--- src/rtl/word_tx_serializer_pkg.sv ---
// Shared definitions for the word serializer and its receive-side word assembler:
// geometry defaults, state encoding and byte order.
package word_tx_serializer_pkg;

    localparam int NB_DATA = 32;
    localparam int N_BITS  = 8;
    localparam int N_BYTES = NB_DATA / N_BITS;
    localparam int NB_ADDR = 7;

    // Raw 3-bit state codes, kept visible so other blocks and debug tools can decode them.
    localparam logic [2:0] ST_IDLE      = 3'd0;
    localparam logic [2:0] ST_FETCH     = 3'd1;
    localparam logic [2:0] ST_LOAD      = 3'd2;
    localparam logic [2:0] ST_SEND      = 3'd3;
    localparam logic [2:0] ST_WAIT_DONE = 3'd4;
    localparam logic [2:0] ST_DONE      = 3'd5;

    typedef enum logic [2:0] {
        IDLE      = ST_IDLE,
        FETCH     = ST_FETCH,
        LOAD      = ST_LOAD,
        SEND      = ST_SEND,
        WAIT_DONE = ST_WAIT_DONE,
        DONE      = ST_DONE
    } state_t;

    // Byte 0 on the wire is data[7:0]; the receiver reassembles in the same order.
    localparam bit LSB_FIRST = 1'b1;

endpackage

--- src/rtl/word_tx_serializer_if.sv ---
// Bus bundle between the serializer, the debug unit, the word source and tx_uart.
// master = serializer side, slave = environment side.
interface word_tx_serializer_if #(
    parameter int NB_DATA = 32,
    parameter int N_BITS  = 8,
    parameter int NB_ADDR = 7
) ();

    logic               start_i;
    logic [NB_ADDR:0]   n_words_i;
    logic               rd_en_o;
    logic [NB_ADDR-1:0] addr_o;
    logic [NB_DATA-1:0] data_i;
    logic               tx_start_o;
    logic [N_BITS-1:0]  tx_data_o;
    logic               tx_done_tick_i;
    logic               busy_o;
    logic               finish_send_o;

    modport master (
        input  start_i, n_words_i, data_i, tx_done_tick_i,
        output rd_en_o, addr_o, tx_start_o, tx_data_o, busy_o, finish_send_o
    );

    modport slave (
        output start_i, n_words_i, data_i, tx_done_tick_i,
        input  rd_en_o, addr_o, tx_start_o, tx_data_o, busy_o, finish_send_o
    );

endinterface

--- src/rtl/word_tx_serializer_byte_shift_reg.sv ---
// Word holding register that presents one byte at a time and tracks which byte is current.
module byte_shift_reg
    import word_tx_serializer_pkg::*;
#(
    parameter int NB_DATA = 32,
    parameter int N_BITS  = 8
) (
    input  logic               clock,
    input  logic               reset,
    input  logic               load,
    input  logic               shift,
    input  logic [NB_DATA-1:0] data_in,
    output logic [N_BITS-1:0]  byte_out,
    output logic               last_byte
);

    localparam int NBYTES = NB_DATA / N_BITS;
    localparam int IDX_W  = (NBYTES > 1) ? $clog2(NBYTES) : 1;

    logic [NB_DATA-1:0] sr;
    logic [IDX_W-1:0]   idx;

    // Load a fresh word or advance to the next byte; load has priority.
    // NOTE: state registers use non-blocking assignments so every flop samples pre-edge values.
    always_ff @(posedge clock) begin
        if (reset) begin
            sr  <= '0;
            idx <= '0;
        end else if (load) begin
            sr  <= data_in;
            idx <= '0;
        end else if (shift) begin
            sr  <= LSB_FIRST ? (sr >> N_BITS) : (sr << N_BITS);
            idx <= idx + 1'b1;
        end
    end

    assign byte_out  = LSB_FIRST ? sr[N_BITS-1:0] : sr[NB_DATA-1 -: N_BITS];
    assign last_byte = (idx == IDX_W'(NBYTES - 1));

endmodule

--- src/rtl/word_tx_serializer.sv ---
// Reads a run of words from a word-addressed source and feeds them byte by byte
// to tx_uart through its start/done handshake.
module word_tx_serializer
    import word_tx_serializer_pkg::*;
#(
    parameter int NB_DATA = 32,
    parameter int N_BITS  = 8,
    parameter int NB_ADDR = 7
) (
    input  logic                   clock,
    input  logic                   reset,
    word_tx_serializer_if.master   bus
);

    // Largest run that fits the address space; larger requests are clamped so addr never wraps.
    localparam logic [NB_ADDR:0] MAX_WORDS = {1'b1, {NB_ADDR{1'b0}}};

    state_t             state;
    state_t             next_state;
    logic [NB_ADDR:0]   count;
    logic [NB_ADDR-1:0] word_idx;
    logic [NB_ADDR:0]   count_in;
    logic               last_word;
    logic               last_byte;
    logic               load;
    logic               shift;
    logic               next_word;
    logic               rd_en;
    logic               tx_start;
    logic               finish;

    assign count_in  = (bus.n_words_i > MAX_WORDS) ? MAX_WORDS : bus.n_words_i;
    assign last_word = ({1'b0, word_idx} == (count - 1'b1));

    byte_shift_reg #(
        .NB_DATA (NB_DATA),
        .N_BITS  (N_BITS)
    ) u_shift (
        .clock     (clock),
        .reset     (reset),
        .load      (load),
        .shift     (shift),
        .data_in   (bus.data_i),
        .byte_out  (bus.tx_data_o),
        .last_byte (last_byte)
    );

    // State register.
    always_ff @(posedge clock) begin
        if (reset) begin
            state <= IDLE;
        end else begin
            state <= next_state;
        end
    end

    // Next-state and per-state strobes; done ticks only matter in WAIT_DONE.
    // NOTE: every output gets a default first so no path through the case infers a latch.
    always_comb begin
        next_state = state;
        rd_en      = 1'b0;
        load       = 1'b0;
        shift      = 1'b0;
        next_word  = 1'b0;
        tx_start   = 1'b0;
        finish     = 1'b0;
        case (state)
            IDLE: begin
                if (bus.start_i) begin
                    next_state = (count_in == '0) ? DONE : FETCH;
                end
            end
            FETCH: begin
                rd_en      = 1'b1;
                next_state = LOAD;
            end
            LOAD: begin
                load       = 1'b1;
                next_state = SEND;
            end
            SEND: begin
                tx_start   = 1'b1;
                next_state = WAIT_DONE;
            end
            WAIT_DONE: begin
                if (bus.tx_done_tick_i) begin
                    if (!last_byte) begin
                        shift      = 1'b1;
                        next_state = SEND;
                    end else if (!last_word) begin
                        next_word  = 1'b1;
                        next_state = FETCH;
                    end else begin
                        next_state = DONE;
                    end
                end
            end
            DONE: begin
                finish     = 1'b1;
                next_state = IDLE;
            end
            default: next_state = IDLE;
        endcase
    end

    // Run length and word pointer: captured on an accepted start, advanced after each word's last byte.
    always_ff @(posedge clock) begin
        if (reset) begin
            count    <= '0;
            word_idx <= '0;
        end else if (state == IDLE && bus.start_i) begin
            count    <= count_in;
            word_idx <= '0;
        end else if (next_word) begin
            word_idx <= word_idx + 1'b1;
        end
    end

    assign bus.rd_en_o       = rd_en;
    assign bus.addr_o        = word_idx;
    assign bus.tx_start_o    = tx_start;
    assign bus.busy_o        = (state != IDLE);
    assign bus.finish_send_o = finish;

endmodule

--- src/flat_wrapper.sv ---
// flat-port wrapper written by rule: the top's interface ports become plain ports
module word_tx_serializer_flat import word_tx_serializer_pkg::*;
#(
    parameter int NB_DATA = 32,
    parameter int N_BITS  = 8,
    parameter int NB_ADDR = 7
)
  (clock, reset, bus_start_i, bus_n_words_i, bus_data_i, bus_tx_done_tick_i, bus_rd_en_o, bus_addr_o, bus_tx_start_o, bus_tx_data_o, bus_busy_o, bus_finish_send_o);
  word_tx_serializer_if #(.NB_DATA(NB_DATA), .N_BITS(N_BITS), .NB_ADDR(NB_ADDR)) bus_i ();
  input  logic clock;
  input  logic reset;
  input wire logic [$bits(bus_i.start_i)-1:0] bus_start_i;
  input wire logic [$bits(bus_i.n_words_i)-1:0] bus_n_words_i;
  input wire logic [$bits(bus_i.data_i)-1:0] bus_data_i;
  input wire logic [$bits(bus_i.tx_done_tick_i)-1:0] bus_tx_done_tick_i;
  output wire logic [$bits(bus_i.rd_en_o)-1:0] bus_rd_en_o;
  output wire logic [$bits(bus_i.addr_o)-1:0] bus_addr_o;
  output wire logic [$bits(bus_i.tx_start_o)-1:0] bus_tx_start_o;
  output wire logic [$bits(bus_i.tx_data_o)-1:0] bus_tx_data_o;
  output wire logic [$bits(bus_i.busy_o)-1:0] bus_busy_o;
  output wire logic [$bits(bus_i.finish_send_o)-1:0] bus_finish_send_o;
  assign bus_i.start_i = bus_start_i;
  assign bus_i.n_words_i = bus_n_words_i;
  assign bus_i.data_i = bus_data_i;
  assign bus_i.tx_done_tick_i = bus_tx_done_tick_i;
  assign bus_rd_en_o = bus_i.rd_en_o;
  assign bus_addr_o = bus_i.addr_o;
  assign bus_tx_start_o = bus_i.tx_start_o;
  assign bus_tx_data_o = bus_i.tx_data_o;
  assign bus_busy_o = bus_i.busy_o;
  assign bus_finish_send_o = bus_i.finish_send_o;
  word_tx_serializer #(.NB_DATA(NB_DATA), .N_BITS(N_BITS), .NB_ADDR(NB_ADDR)) u_core (.clock(clock), .reset(reset), .bus(bus_i));
endmodule
--- config.mk ---
export PLATFORM = sky130hd
export DESIGN_NAME = word_tx_serializer_flat
export DESIGN_NICKNAME = d
export VERILOG_FILES = /design/src/rtl/word_tx_serializer_pkg.sv /design/src/rtl/word_tx_serializer_if.sv /design/src/rtl/word_tx_serializer_byte_shift_reg.sv /design/src/rtl/word_tx_serializer.sv /design/src/flat_wrapper.sv
export SDC_FILE = /design/constraint.sdc
export NUM_CORES = 1
export LEC_CHECK = 0
export BUFFER_PORTS_ARGS = -buffer_cell sky130_fd_sc_hd__buf_2
export CAP_MARGIN = 5
export CORE_MARGIN = 4
export CORE_UTILIZATION = 45
export CTS_CLUSTER_DIAMETER = 120
export DETAILED_ROUTE_END_ITERATION = 10
export PLACE_DENSITY_LB_ADDON = 0.12
export SLEW_MARGIN = 20
export SYNTH_ARGS = -nofsm -noshare
export SYNTH_HDL_FRONTEND = slang
export SYNTH_SLANG_ARGS = --single-unit
--- constraint.sdc ---
create_clock -name clock -period 3.3 [get_ports clock]
set_input_delay 0.66 -clock clock [delete_from_list [all_inputs] [get_ports clock]]
set_output_delay 0.66 -clock clock [all_outputs]
set_load 0.05 [all_outputs]
; ---- Word level (Yosys, flattened, before mapping)
; Index checks and enable logic that the tools add are counted.
[classes]
n_addsub = 3
order_cmp = 1
eq_ne = 9
n_mux = 20
reduce_logical = 8
[ops]
columns = op, n
row1 = $mux 32, 2
row2 = $mux 3, 5
row3 = $pmux 3 s5, 1
row4 = $mux 1, 11
row5 = $eq 7x8->1, 1
row6 = $gt 8x8->1 const B, 1
row7 = $logic_not 8->1, 1
row8 = $mux 8, 1
row9 = $sub 8x1->8 const B, 1
row10 = $add 7x1->7 const B, 1
row11 = $eq 3x2->1 const B, 2
row12 = $eq 3x3->1 const B, 2
row13 = $ne 2x2->1 const B, 2
row14 = $reduce_or 2->1, 2
row15 = $eq 3x1->1 const B, 1
row16 = $logic_not 3->1, 1
row17 = $reduce_bool 3->1, 1
row18 = $add 2x1->2 const B, 1
row19 = $eq 2x2->1 const B, 1
row20 = $reduce_and 2->1, 1
row21 = $reduce_bool 2->1, 1
row22 = $logic_and 1x1->1, 1
[totals]
reg_bits = 52
input_bits = 44
output_inout_bits = 19
word_cells = 46

; ---- Depth between registers and ports, before layout
[depth]
ltp_word = 6
ltp_mapped = 10
mapped_depth_nobuf = 8

; ---- Modules after synthesis
; Synthesis repeated with hierarchy kept, for this count alone.
[unflattened]
hier_cells = 293
hier_area_um2 = 2688.8
[by_module_without_submodules]
columns = mod, instances, cells_per_inst, area_per_inst_um2, seq_area_each_um2
row1 = byte_shift_reg, 1, 158, 1574.0, 680.7
row2 = word_tx_serializer, 1, 135, 1114.8, 360.3

; ---- Least setup slack after synthesis
; Ideal clock, no wire load.
[synth_timing]
path_kind = flip-flop to flip-flop
startpoint = reg u_core.count[0]
endpoint = reg u_core.state[2]
setup_time_ns = 0.103
arrival_ns = 2.335
slack_ns = 0.862
path_stages_with_launch = 11
n_path_buf = 2
period_less_slack_ns = 2.438
path_cell_list = dfxtp_1 > inv_1 > ha_1 > buf_2 > o21bai_1 > a2111oi_0 > a21oi_1 > a2111oi_4 > buf_6 > a221oi_2 > a2111oi_2
[synth_via]
elab_chain_cells = 6
[synth_lines]
columns = element, line
row1 = start: declaration, word_tx_serializer.sv:20  ; logic [NB_ADDR:0] count;
row2 = start signal: assignment, word_tx_serializer.sv:112  ; count <= count_in;
row3 = $sub 8x1->8, word_tx_serializer.sv:33  ; assign last_word = ({1'b0, word_idx} == (count - 1'b1));
row4 = $eq 7x8->1, word_tx_serializer.sv:33
row5 = $mux 3, word_tx_serializer.sv:90  ; end else if (!last_word) begin
row6 = $mux 3, word_tx_serializer.sv:87  ; if (!last_byte) begin
row7 = $mux 3, word_tx_serializer.sv:86  ; if (bus.tx_done_tick_i) begin
row8 = $pmux 3 s5, word_tx_serializer.sv:67  ; case (state)
row9 = end signal: assignment, word_tx_serializer.sv:53  ; state <= next_state;
row10 = end: declaration, word_tx_serializer.sv:18  ; state_t state;
; No other way between the ends. The select of a mux whose other input is x is not followed.
; A chain may end at the register's enable or synchronous reset.

; ---- Worst setup path after layout
[layout_timing]
startpoint = reg u_core.count[0]
endpoint = reg u_core.word_idx[2], in the netlist u_core.bus.addr_o[2]
[layout_via]
elab_chain_cells = 6
[layout_lines]
columns = element, line
row1 = $sub 8x1->8, word_tx_serializer.sv:33
row2 = $eq 7x8->1, word_tx_serializer.sv:33
row3 = $mux 1, word_tx_serializer.sv:90
row4 = $mux 1, word_tx_serializer.sv:87
row5 = $mux 1, word_tx_serializer.sv:86
row6 = $mux 1, word_tx_serializer.sv:67
row7 = end signal: assignment, word_tx_serializer.sv:115  ; word_idx <= word_idx + 1'b1;
row8 = end: declaration, word_tx_serializer.sv:21  ; logic [NB_ADDR-1:0] word_idx;
; No other way between the ends.

==> metrics.md <==
| Metric | Value |
|---|---|
| CORE AREA | `0.00561 mm2` |
| Maximum clock rate | `386 MHz` |
| R2R setup slack | `0.71 ns` |
| Count leader, synth | `dfxtp_1` |
| Initial DRC count | `131` |
| Kind of critical path | `register to register` |
| Worst Path Arrival | `2.78 ns` |
| Xor/xnor share of the synthesized area | `0.0332` |
| Total stage count of the critical path | `9` |
| Startpoint types | `register` |
| Post-CTS Setup Inserts | `0` |
| First-pass GRT wire length | `10.3 mm` |
| Chip width | `84.5 um` |
| Sink Count | `52` |
| Crit. End Element | `register` |
| Setup TNS | `0 ns` |
| DR WL/cell | `14.2 um` |
| GP Congestion | `0.860` |
| CP endpoint | `u_core.bus.addr_o[2]` |
| Port bufs | `62` |
| Slew Limit Fails | `0` |
| P per Cell Area | `428 mW/mm2` |
| Netlist cell types | `48` |
| Synth top area share | `0.395` |
| Die Area | `0.00715 mm2` |
| CTS tree | `yes` |
| Initial Util | `0.470` |
| Die Y | `84.5 um` |
| CP startpoint | `u_core.count[0]` |
| CP top delay family | `compound AO/OA/AOI/OAI gates` |
| Crit path max fanout | `10` |
| Number of synthesized flops with an enable pin | `0` |
| WP buf/inv | `2` |
| Average cell area after synthesis | `8.09 um2` |
| Remaining Overflow, GRT | `0` |
| Mux share of post-synthesis cell area | `0.00759` |
| Slew HR | `0.496` |
| Share of cells above drive strength 1 | `0.226` |
| Critical R2R Launch | `u_core.count[0]` |
| H-tree depth | `2` |
| HPWL after DPL | `4.29 mm` |
| Final wirelength | `6.27 mm` |
| Clock Latency Late Sink | `0.31 ns` |
| Final hold vios | `0` |
| Post-CTS sizing | `0` |
| Fin crit share | `0.785` |
| Largest net degree at the start of global routing | `57` |
| Top post-synthesis cells by area | `dfxtp_1, a311oi_1, nand3_1` |
| Slowest cell on crit path | `a2111oi_4` |
| RSZ-0062 raised after global routing | `no` |
| Vias in the first global route | `2211` |
| Main combinational cell family by area after synthesis | `simple AND/OR/NAND/NOR gates` |
| Number of CTS-inserted buffers | `5` |
| HP Class | `register to register` |
| Most common cell type on the critical path | `a21oi_1` |
| DRC viols | `0` |
| Synthesized instance count | `326` |
| Post-Layout Inst Area | `0.00300 mm2` |
| Number of diodes | `0` |
| Largest area contributor in the netlist | `dfxtp_1` |
| Reg2Reg Depth | `9` |
| Num rows | `27` |
| Ys Warns | `0` |
| Simple-gate area share of the yosys netlist | `0.288` |
| Synth Net Count | `373` |
| Area growth from synthesis to layout | `13.9%` |
| Clk buf depth | `2` |
| Outcome | `finished, final reports clean` |
| P_leak | `1.20 nW` |
| Clk root buf | `clkbuf_8` |
| Via count | `2419` |
| Post-DP Area | `0.00291 mm2` |
| Synth Area in Compound Gates | `0.195` |
| Antenna violations before repair | `0` |
| Post-Syn Area | `0.00264 mm2` |
| ANT nets after route | `0` |
| CP max stage delay | `0.50 ns` |
| Register area share after synthesis | `0.395` |
| Setup Skew | `0.0130 ns` |
| Via-to-Cell Ratio | `5.50` |
| Total of max-cap violations | `0` |
| Finish-stage setup viols | `0` |
| Critical Path RT | `3.49 ns` |
| RR Endpoint | `u_core.bus.addr_o[2]` |
| Main synth FF type | `dfxtp_1` |
| Post-synth ARST share | `0` |
| Synth top cells by count | `dfxtp_1, nand2_1, nand3_1` |
| DR pass1 iterations | `4` |
| Cells along the critical path | `inv_1 > ha_1 > o21bai_1 > a2111oi_0 > a21oi_1 > a2111oi_4 > buf_4 > or4_1 > a21oi_1` |
| Pin slew with the least headroom to its limit | `0.756 ns` |
| Synth Register Bits | `52` |
| I/O Pins | `63` |
| Hold Path Origin | `u_core.u_shift.sr[30]` |
| # hold bufs at CTS | `0` |
| Clk pin slew, worst setup/hold paths | `0.09 ns` |
| Nets@finish | `414` |
| Post-layout minimum cycle time | `2.59 ns` |
| All-Layer GR Usage | `0.170` |
| Adder-cell share of the synthesized area | `0.0142` |
| Max rail drop VDD | `0.179 mV` |
## logic make-up (layout without fill, tap and decap cells)
logic type | Yosys count | in the layout
AO/OA/AOI/OAI | 65 | 65
adder cells (fa/ha/maj) | 3 | 3
flip-flops | 52 | 52
multiplexers | 2 | 2
XOR/XNOR | 10 | 10
AND/OR/NAND/NOR | 157 | 157
buffers and inverters | 37 | 79
## power breakdown
part           total, mW  leakage (nW)  switching (mW)  internal [mW]
registers          0.689         0.422          0.0265          0.663
clock network      0.365        0.0414           0.214          0.151
logic              0.231         0.735           0.148         0.0824
total               1.28          1.20           0.388          0.896
## through the flow
stage | worst slack [ns] | util | std cells | hold slack, ns | power, mW
2_1_floorplan | 0.862 | - | 326 | 0.448 | 0.877
3_5_place_dp | 0.744 | 0.518 | 432 | 0.460 | 0.933
3_3_place_gp | 0.772 | 0.518 | 432 | 0.457 | 0.932
4_1_cts | 0.705 | 0.534 | 440 | 0.475 | 1.30
5_1_grt | 0.469 | 0.535 | 440 | 0.499 | 1.35
6_report | 0.709 | 0.535 | 440 | 0.474 | 1.28
## worst min-delay path by stage
stage                            end  slack (ns)  cells after the start
6_report       u_core.u_shift.sr[30]        0.47                      2
5_1_grt        u_core.u_shift.sr[27]        0.50                      2
3_3_place_gp   u_core.u_shift.sr[30]        0.46                      2
2_1_floorplan  u_core.u_shift.sr[24]        0.45                      2
3_5_place_dp   u_core.u_shift.sr[30]        0.46                      2
4_1_cts        u_core.u_shift.sr[30]        0.47                      2
## placed cells by master, fill, tap and decap left out, types with 4 or more instances in the layout
master,count
a311oi_1,24
nor3_1,6
a21oi_1,16
xor2_1,7
nand3_1,39
clkbuf_8,5
or4_1,6
o21ai_1,4
dfxtp_1,52
inv_1,6
buf_2,62
nand2_1,51
nor2_1,34
## worst min-delay path, stage by stage, from the launching register on
cell,delay [ns]
dfxtp_1,0.32
nand3_1,0.06
a21oi_1,0.06
## sequential cells by signal, indices dropped and copies added, names as in the netlist
name                cells
u_core.u_shift.idx      2
u_core.u_shift.sr      32
u_core.count            8
u_core.state            3
u_core.bus.addr_o       7
## metal layers
metal / track usage / vias to the layer above / share of wire / wire length, um
li1: - / 1250 / - / -
met1: 0.251 / 1099 / 0.51 / 3190
met2: 0.251 / 65 / 0.42 / 2640
met3: 0.0402 / 5 / 0.061 / 383
met4: 0.0388 / 0 / 0.0091 / 57
met5: 0 / - / 0 / 0
## layout make-up
class                      instances  area, um2
sequential                        52       1040
timing repair buffer              65        333
clock inverter                     2       16.3
inverter                           6       22.5
tap                               72       90.1
clock buffer                       6       72.6
fill                             606       2610
multi-input combinational        237       1430
No activity file was read; power rests on OpenSTA's default activity.
